**src/rtl/pmem_arbiter.sv**
```systemverilog
// pmem_arbiter: round-robin sharing of the physical memory port between the I-cache and D-cache
module pmem_arbiter #(
  parameter int ADDR_W = 16,
  parameter int LINE_W = 128
) (
  input  logic              clk,
  input  logic              rst,
  input  logic              i_pmem_read,
  input  logic [ADDR_W-1:0] i_pmem_address,
  output logic [LINE_W-1:0] i_pmem_rdata,
  output logic              i_pmem_resp,
  input  logic              d_pmem_read,
  input  logic              d_pmem_write,
  input  logic [ADDR_W-1:0] d_pmem_address,
  input  logic [LINE_W-1:0] d_pmem_wdata,
  output logic [LINE_W-1:0] d_pmem_rdata,
  output logic              d_pmem_resp,
  output logic              pmem_read,
  output logic              pmem_write,
  output logic [ADDR_W-1:0] pmem_address,
  output logic [LINE_W-1:0] pmem_wdata,
  input  logic [LINE_W-1:0] pmem_rdata,
  input  logic              pmem_resp
);
  typedef enum logic [1:0] {IDLE, SERVE_I, SERVE_D} state_t;
  state_t state;
  logic last_d;
  logic i_req, d_req, grant_i, grant_d;
  always_comb begin
    i_req = i_pmem_read;
    d_req = d_pmem_read | d_pmem_write;
    grant_i = i_req & (~d_req | last_d);
    grant_d = d_req & (~i_req | ~last_d);
    i_pmem_resp = (state == SERVE_I) & pmem_resp;
    d_pmem_resp = (state == SERVE_D) & pmem_resp;
    i_pmem_rdata = pmem_rdata;
    d_pmem_rdata = pmem_rdata;
  end
  always_ff @(posedge clk) begin
    if (rst) begin
      state <= IDLE;
      last_d <= 1'b1;
      pmem_read <= 1'b0;
      pmem_write <= 1'b0;
      pmem_address <= '0;
      pmem_wdata <= '0;
    end else if (state == IDLE) begin
      if (grant_i) begin
        state <= SERVE_I;
        last_d <= 1'b0;
        pmem_read <= 1'b1;
        pmem_write <= 1'b0;
        pmem_address <= i_pmem_address;
      end else if (grant_d) begin
        state <= SERVE_D;
        last_d <= 1'b1;
        pmem_read <= ~d_pmem_write;
        pmem_write <= d_pmem_write;
        pmem_address <= d_pmem_address;
        pmem_wdata <= d_pmem_wdata;
      end
    end else if (pmem_resp) begin
      state <= IDLE;
      pmem_read <= 1'b0;
      pmem_write <= 1'b0;
    end
  end
endmodule

```
**config.mk**
```make
export PLATFORM = sky130hd
export DESIGN_NAME = pmem_arbiter
export DESIGN_NICKNAME = d
export VERILOG_FILES = /design/src/rtl/pmem_arbiter.sv
export SDC_FILE = /design/constraint.sdc
export NUM_CORES = 1
export LEC_CHECK = 0
export ABC_AREA = 1
export CORE_AREA = 2 2 272 274
export CTS_CLUSTER_SIZE = 14
export DETAILED_ROUTE_END_ITERATION = 7
export DIE_AREA = 0 0 274 276
export PLACE_DENSITY_LB_ADDON = 0.3
export SYNTH_ARGS = -nofsm -noshare
export SYNTH_HDL_FRONTEND = slang
export SYNTH_SLANG_ARGS = --single-unit
```
**constraint.sdc**
```tcl
create_clock -name clk -period 3 [get_ports clk]
set_input_delay 0.75 -clock clk [delete_from_list [all_inputs] [get_ports clk]]
set_output_delay 0.75 -clock clk [all_outputs]
set_load 0.05 [all_outputs]
```
==> results.md, run 1 <==
- Status: finished clean
- Via count: 6,106
- Share of the synthesized area in the top cell type: 39.7%
- Metal-1 WL: 11,600 um
- Clk slew on worst S/H paths: 0.07 ns
- Leak: 0.00367 uW
- Mapped Cells: 1,004
- Final setup violation count: 0
- Total power: 7050 uW
- Tmin final: 2.55 ns
- Register area: 0.00298 mm^2
- Vias in the first global route: 6,295
- Clock sinks: 149
- Hold Crit Start: pmem_wdata[110]$_SDFFE_PP0P_
- # IOs: 698
- Syn avg cell area: 7.47 um^2
- Core area: 0.0726 mm^2
- Synth area leaders: dfxtp_1 40%, buf_4 26%, nand2_1 16%
- Clk buf depth: 2
- Max VDD drop: 314 uV
- Fmax: 0.392 GHz
- Worst setup path category: flop to output pin
- Post-route cell area: 0.0104 mm^2
- Pin count of the biggest net entering global routing: 87
- Dpl ws: 0.455 ns
- PortBufs: 313
- Clock Skews: 0.0221 ns
- Worst-margin pin slew: 0.752 ns
- Post-Route WL: 30,100 um
- Worst path slowest cell: clkdlybuf4s50_1
- RSZ-0062 raised after global routing: no
- CP peak stage delay: 0.99 ns
- All-Layer GR Usage: 7.84%
- Die X: 274 um
- Wirelength per Cell: 15.0 um
- Worst Hold Path EP: pmem_wdata[110]$_SDFFE_PP0P_
- Setup crit end kind: output pin
- DP Wirelength: 22,700 um
- DRT antenna net count: 0
- Initial antenna violation count: 3
- Rows: 99
- GRT overflow: 0
- Final GP Congestion: 0.709
- Area of the die: 0.0756 mm^2
- PostCTS Resize Cnt: 0
- Cell taking the most area after synthesis: dfxtp_1
- Register area share after synthesis: 39.7%
- Syn Nets: 1,298
- Nets: 1,333
- Met3 Wirelength: 3830 um
- Max_slew headroom: 49.7%
- Max Cap Viol: 0
- Avg Vias per Cell: 3.04
- CTS tree: done
- Setup ws final: 0.448 ns
- Crit path cell chain: clkdlybuf4s50_1
- Final-report hold violation count: 0
- Post CTS Setup Buffer Count: 0
- Hold-fix buffer count after cts: 0
- Residual DRC: 0
- Power density cells: 680 mW/mm^2
- Data arrival, critical path: 1.80 ns
- Crit Reg-Reg Startpoint: state[1]$_SDFFE_PP0P_
- Met2 Wirelength: 12,900 um
- CTS Buf Count: 17
- Flops & latches, synth: 149
- N_diodes: 0
- Area of the multi-input gates: 0.00219 mm^2
- Yosys cell types: 19
- Utilization after layout: 14.3%
- First-pass GRT wire length: 42,800 um
- Synth warnings: 0
- Worst min-delay path class: flop to flop
- DR iter-0 viols: 149
- Area grow syn2layout: 38.1%
- Area after DPL: 0.00974 mm^2
- Crit-path max FO: 2
- Worst r2r path cells: 6
- Worst Path Required: 2.25 ns
- Final count of pins violating max slew: 0
- Fraction of layout cells with a size suffix above 1: 4.94%
- H-tree depth: 4
- Final setup TNS: 0 ns
- DR pass1 iterations: 4
- Clk Latency, worst-skew pair: 0.47 ns
- R2R Setup Slk: 1.42 ns
- Worst Setup Start Kind: flop
- Die height: 276 um
- Root buf cell: clkbuf_16
- Cell Area, Synth: 0.00750 mm^2
- Worst Path Buf+Inv: 1
- Worst hold stages: 2
- R2R Path End: pmem_wdata[72]$_SDFFE_PP0P_
- Final worst path period share: 85.1%
- Fill count: 8,339
- CP delay by family, top: buffers and inverters
- DR top layer: met5
- Initial Utilization: 10.3%
## power breakdown
group	switching [uW]	internal [uW]	total, uW	leakage, uW
clock network	1060	1350	2410	0.000311
registers	128	2210	2340	0.00122
logic	1510	797	2310	0.00214
## layout by cell type (no fill, tap or decap), types with 4 or more instances in the layout
cell,instances
nand2_1,328
clkdlybuf4s50_1,308
dfxtp_1,149
a21oi_1,131
nor2_1,34
nand3_1,23
inv_1,22
clkbuf_16,17
buf_4,10
inv_6,6
buf_12,6
inv_8,4
## cell type report
| type | instances | share of cell area (%) |
|---|---|---|
| well taps | 959 | 11.6 |
| clock buffers | 17 | 4.10 |
| inverters | 24 | 0.893 |
| flip-flops and latches | 149 | 28.8 |
| clock inverters | 15 | 1.94 |
| multi-input cells | 523 | 21.1 |
| repair buffers | 324 | 31.6 |
## through the flow
step                      std cells  hold slack [ns]
after global placement         1979            0.449
final                          2011            0.464
after floorplan                1004            0.429
after CTS                      2011            0.466
after global routing           2011            0.481
after detailed placement       1979            0.451
## synthesized netlist by cell type (all sizes together)
cell and count:
nand2 329, nor2 35, nand3 24, inv 23
clkbuf 17, a21boi 1, dfxtp 149, o21ai 1
a21oi 131, buf 291, nor3 2, clkinv 1
## metal layers
layer	up-vias	track usage [%]
met1	2669	8.15
li1	2939	-
met2	361	11.6
met5	-	0.321
met4	4	5.63
met3	133	4.66
## logic make-up after synthesis
| kind of cell | count (synthesis) | synth area share (%) |
|---|---|---|
| flip-flops | 149 | 39.7 |
| AO/OA/AOI/OAI | 133 | 8.90 |
| buffers and inverters | 332 | 31.2 |
| AND/OR/NAND/NOR | 390 | 20.1 |
## flip-flops by register name, indices dropped and copies added, names as in the netlist
| signal | cells |
|---|---|
| pmem_wdata | 128 |
| state | 2 |
| pmem_write | 1 |
| pmem_address | 16 |
| pmem_read | 1 |
| last_d | 1 |
## worst max path at each step
stage / from / end / slack [ns] / cells past startpoint
after CTS: pmem_wdata[4]$_SDFFE_PP0P_ / pmem_wdata[4] / 0.39 / 1
after global placement: pmem_resp / d_pmem_resp / 0.50 / 4
after global routing: pmem_wdata[126]$_SDFFE_PP0P_ / pmem_wdata[126] / 0.35 / 1
after floorplan: pmem_resp / d_pmem_resp / 0.42 / 2
after detailed placement: pmem_resp / d_pmem_resp / 0.45 / 4
final: pmem_wdata[126]$_SDFFE_PP0P_ / pmem_wdata[126] / 0.45 / 1
(Power assumes the default switching activity.)
==> run 2, diff against run 1 <==
--- a/config.mk
+++ b/config.mk
@@ -10,6 +10,7 @@
 export CTS_CLUSTER_SIZE = 14
 export DETAILED_ROUTE_END_ITERATION = 7
 export DIE_AREA = 0 0 274 276
+export GPL_ROUTABILITY_DRIVEN = 0
 export PLACE_DENSITY_LB_ADDON = 0.3
 export SYNTH_ARGS = -nofsm -noshare
 export SYNTH_HDL_FRONTEND = slang
==> results of run 2 <==
No change in the layout: final DEF, timing and power equal those of run 1.
==> run 3, diff against run 2 <==
--- a/config.mk
+++ b/config.mk
@@ -10,8 +10,9 @@
 export CTS_CLUSTER_SIZE = 14
 export DETAILED_ROUTE_END_ITERATION = 7
 export DIE_AREA = 0 0 274 276
-export GPL_ROUTABILITY_DRIVEN = 0
+export GPL_ROUTABILITY_DRIVEN = 1
 export PLACE_DENSITY_LB_ADDON = 0.3
+export SKIP_LAST_GASP = 1
 export SYNTH_ARGS = -nofsm -noshare
 export SYNTH_HDL_FRONTEND = slang
 export SYNTH_SLANG_ARGS = --single-unit
==> results of run 3 <==
No change in the layout: final DEF, timing and power equal those of run 1.
==> patch (flow settings as in run 2) <==
Encoding of `state_t`: now one-hot (3 bits for 3 states).
--- a/src/rtl/pmem_arbiter.sv
+++ b/src/rtl/pmem_arbiter.sv
@@ -22,7 +22,7 @@
   input  logic [LINE_W-1:0] pmem_rdata,
   input  logic              pmem_resp
 );
-  typedef enum logic [1:0] {IDLE, SERVE_I, SERVE_D} state_t;
+  typedef enum logic [2:0] {IDLE = 3'b001, SERVE_I = 3'b010, SERVE_D = 3'b100} state_t;
   state_t state;
   logic last_d;
   logic i_req, d_req, grant_i, grant_d;
Function: same outputs for any inputs over 4 cycles, from zero or initial values and one cycle with rst high; so few cycles prove little.
==> patch against run 2 <==
Synthesized cell count increased by 0.20%; worst setup slack worse by 0.11 ns; global-route usage down 0.62 points; routed wire length decreased by 7.6%; area after synthesis grew 0.42%; sequential cell count up 1; design area grew 1.3%; total power increased by 35%; non-clock buffer count is 6 higher; sequential power is 18% higher; register-to-register slack worse by 0.25 ns; via count is 0.88% higher; critical endpoint is now d_pmem_resp; largest cell class unchanged; highest routed layer unchanged.
==> patch: results (changes against run 2) <==
.. list-table::
   :header-rows: 1

   * - Metric
     - Value
   * - Outcome
     - finished, final reports clean (unchanged)
   * - Part of the total power dissipated in the clock network
     - 0.235 (was 0.342)
   * - WL final
     - 27.84 mm (was 30.13 mm)
   * - Filler-free cell count of the finished design
     - 2020 (was 2011)
   * - Largest cells by area after synthesis
     - sky130_fd_sc_hd__dfxtp_1 (40%), sky130_fd_sc_hd__buf_4 (26%), sky130_fd_sc_hd__nor2_1 (14%), sky130_fd_sc_hd__o21ai_0 (8.5%), sky130_fd_sc_hd__nand2_1 (3.6%) (was sky130_fd_sc_hd__dfxtp_1 (40%), sky130_fd_sc_hd__buf_4 (26%), sky130_fd_sc_hd__nand2_1 (16%), sky130_fd_sc_hd__a21oi_1 (8.7%), sky130_fd_sc_hd__buf_6 (2.0%))
   * - Leak pwr
     - 3.852 nW (was 3.674 nW)
   * - Post-Route Skew
     - 0.01361 ns (was 0.02206 ns)
   * - Met1 track demand over resource in global routing
     - 0.07268 (was 0.08147)
   * - Post-place setup slack
     - 0.3444 ns (was 0.4545 ns)
   * - Met1 layer wirelength in the final routing
     - 10.62 mm (was 11.57 mm)
   * - Number of nets at the end of the flow
     - 1342 (was 1333)
   * - Number of filler instances in the final layout
     - 8328 (was 8339)
   * - Minimum setup slack among reg-to-reg paths
     - 1.17 ns (was 1.42 ns)
   * - Leading cell types by count after synthesis
     - sky130_fd_sc_hd__nor2_1 (290), sky130_fd_sc_hd__buf_4 (257), sky130_fd_sc_hd__dfxtp_1 (150), sky130_fd_sc_hd__o21ai_0 (128), sky130_fd_sc_hd__nand2_1 (73) (was sky130_fd_sc_hd__nand2_1 (328), sky130_fd_sc_hd__buf_4 (261), sky130_fd_sc_hd__dfxtp_1 (149), sky130_fd_sc_hd__a21oi_1 (131), sky130_fd_sc_hd__nor2_1 (34))
   * - Worst setup path startpoint
     - pmem_resp (was pmem_wdata[126]$_SDFFE_PP0P_)
   * - End point of the critical path
     - d_pmem_resp (was pmem_wdata[126])
   * - Global routing usage on met3
     - 0.04403 (was 0.04664)
   * - Comb pwr share
     - 0.474 (was 0.327)
   * - Met2 Use GR
     - 0.1096 (was 0.1161)
   * - Reg-to-reg endpoint
     - pmem_wdata[62]$_SDFFE_PP0P_ (was pmem_wdata[72]$_SDFFE_PP0P_)
   * - Met3 layer wire length in the routed design
     - 3.728 mm (was 3.828 mm)
   * - Share of final-layout standard cells stronger than drive strength 1
     - 0.05561 (was 0.04943)
   * - Post-synthesis cell type count
     - 18 (was 19)
   * - Critical-path maximum fanout
     - 4 (was 2)
   * - Post-DP Area
     - 9922 um^2 (was 9741 um^2)
patch: cell count changes after synthesis, sizes merged, moves of 12 or more:
cell / change
a21oi: -127
buf: -13
clkbuf: +12
nand2: -252
nor2: +256
o21ai: +127
patch: worst min path at each step:
stage	slack (ns)	depth (start not counted)	start	to
after detailed placement	0.47	2	last_d$_SDFFE_PP1P_	last_d$_SDFFE_PP1P_
final	0.48	2	pmem_wdata[106]$_SDFFE_PP0P_	pmem_wdata[106]$_SDFFE_PP0P_
after global placement	0.46	2	pmem_wdata[11]$_SDFFE_PP0P_	pmem_wdata[11]$_SDFFE_PP0P_
after floorplan	0.43	2	last_d$_SDFFE_PP1P_	last_d$_SDFFE_PP1P_
after CTS	0.49	2	pmem_wdata[106]$_SDFFE_PP0P_	pmem_wdata[106]$_SDFFE_PP0P_
after global routing	0.51	2	pmem_write$_SDFFE_PP0P_	pmem_write$_SDFFE_PP0P_
patch: worst max-delay path, stage by stage:
cell                              delay [ns]
sky130_fd_sc_hd__clkdlybuf4s50_1        0.48
sky130_fd_sc_hd__inv_1                  0.08
sky130_fd_sc_hd__nor4_1                 0.40
sky130_fd_sc_hd__buf_12                 0.21
patch: final cells by class:
class	instances	area (um^2)	share of cell area
Timing Repair Buffer	330	3431	0.3266
Sequential cell	150	3003	0.2859
Multi-Input combinational cell	526	2197	0.2092
Tap cell	959	1200	0.1142
Clock buffer	17	425.4	0.04050
Clock inverter	15	156.4	0.01489
Inverter	23	91.34	0.008696
patch: kinds of logic (layout without fill, tap and decap cells):
kind of cell           after synthesis  after routing  synth area share
buffers and inverters              330            385            0.3106
AOI/OAI and AO/OA                  132            132           0.08766
DFF                                150            150            0.3985
and+or+nand+nor                    394            394            0.2032
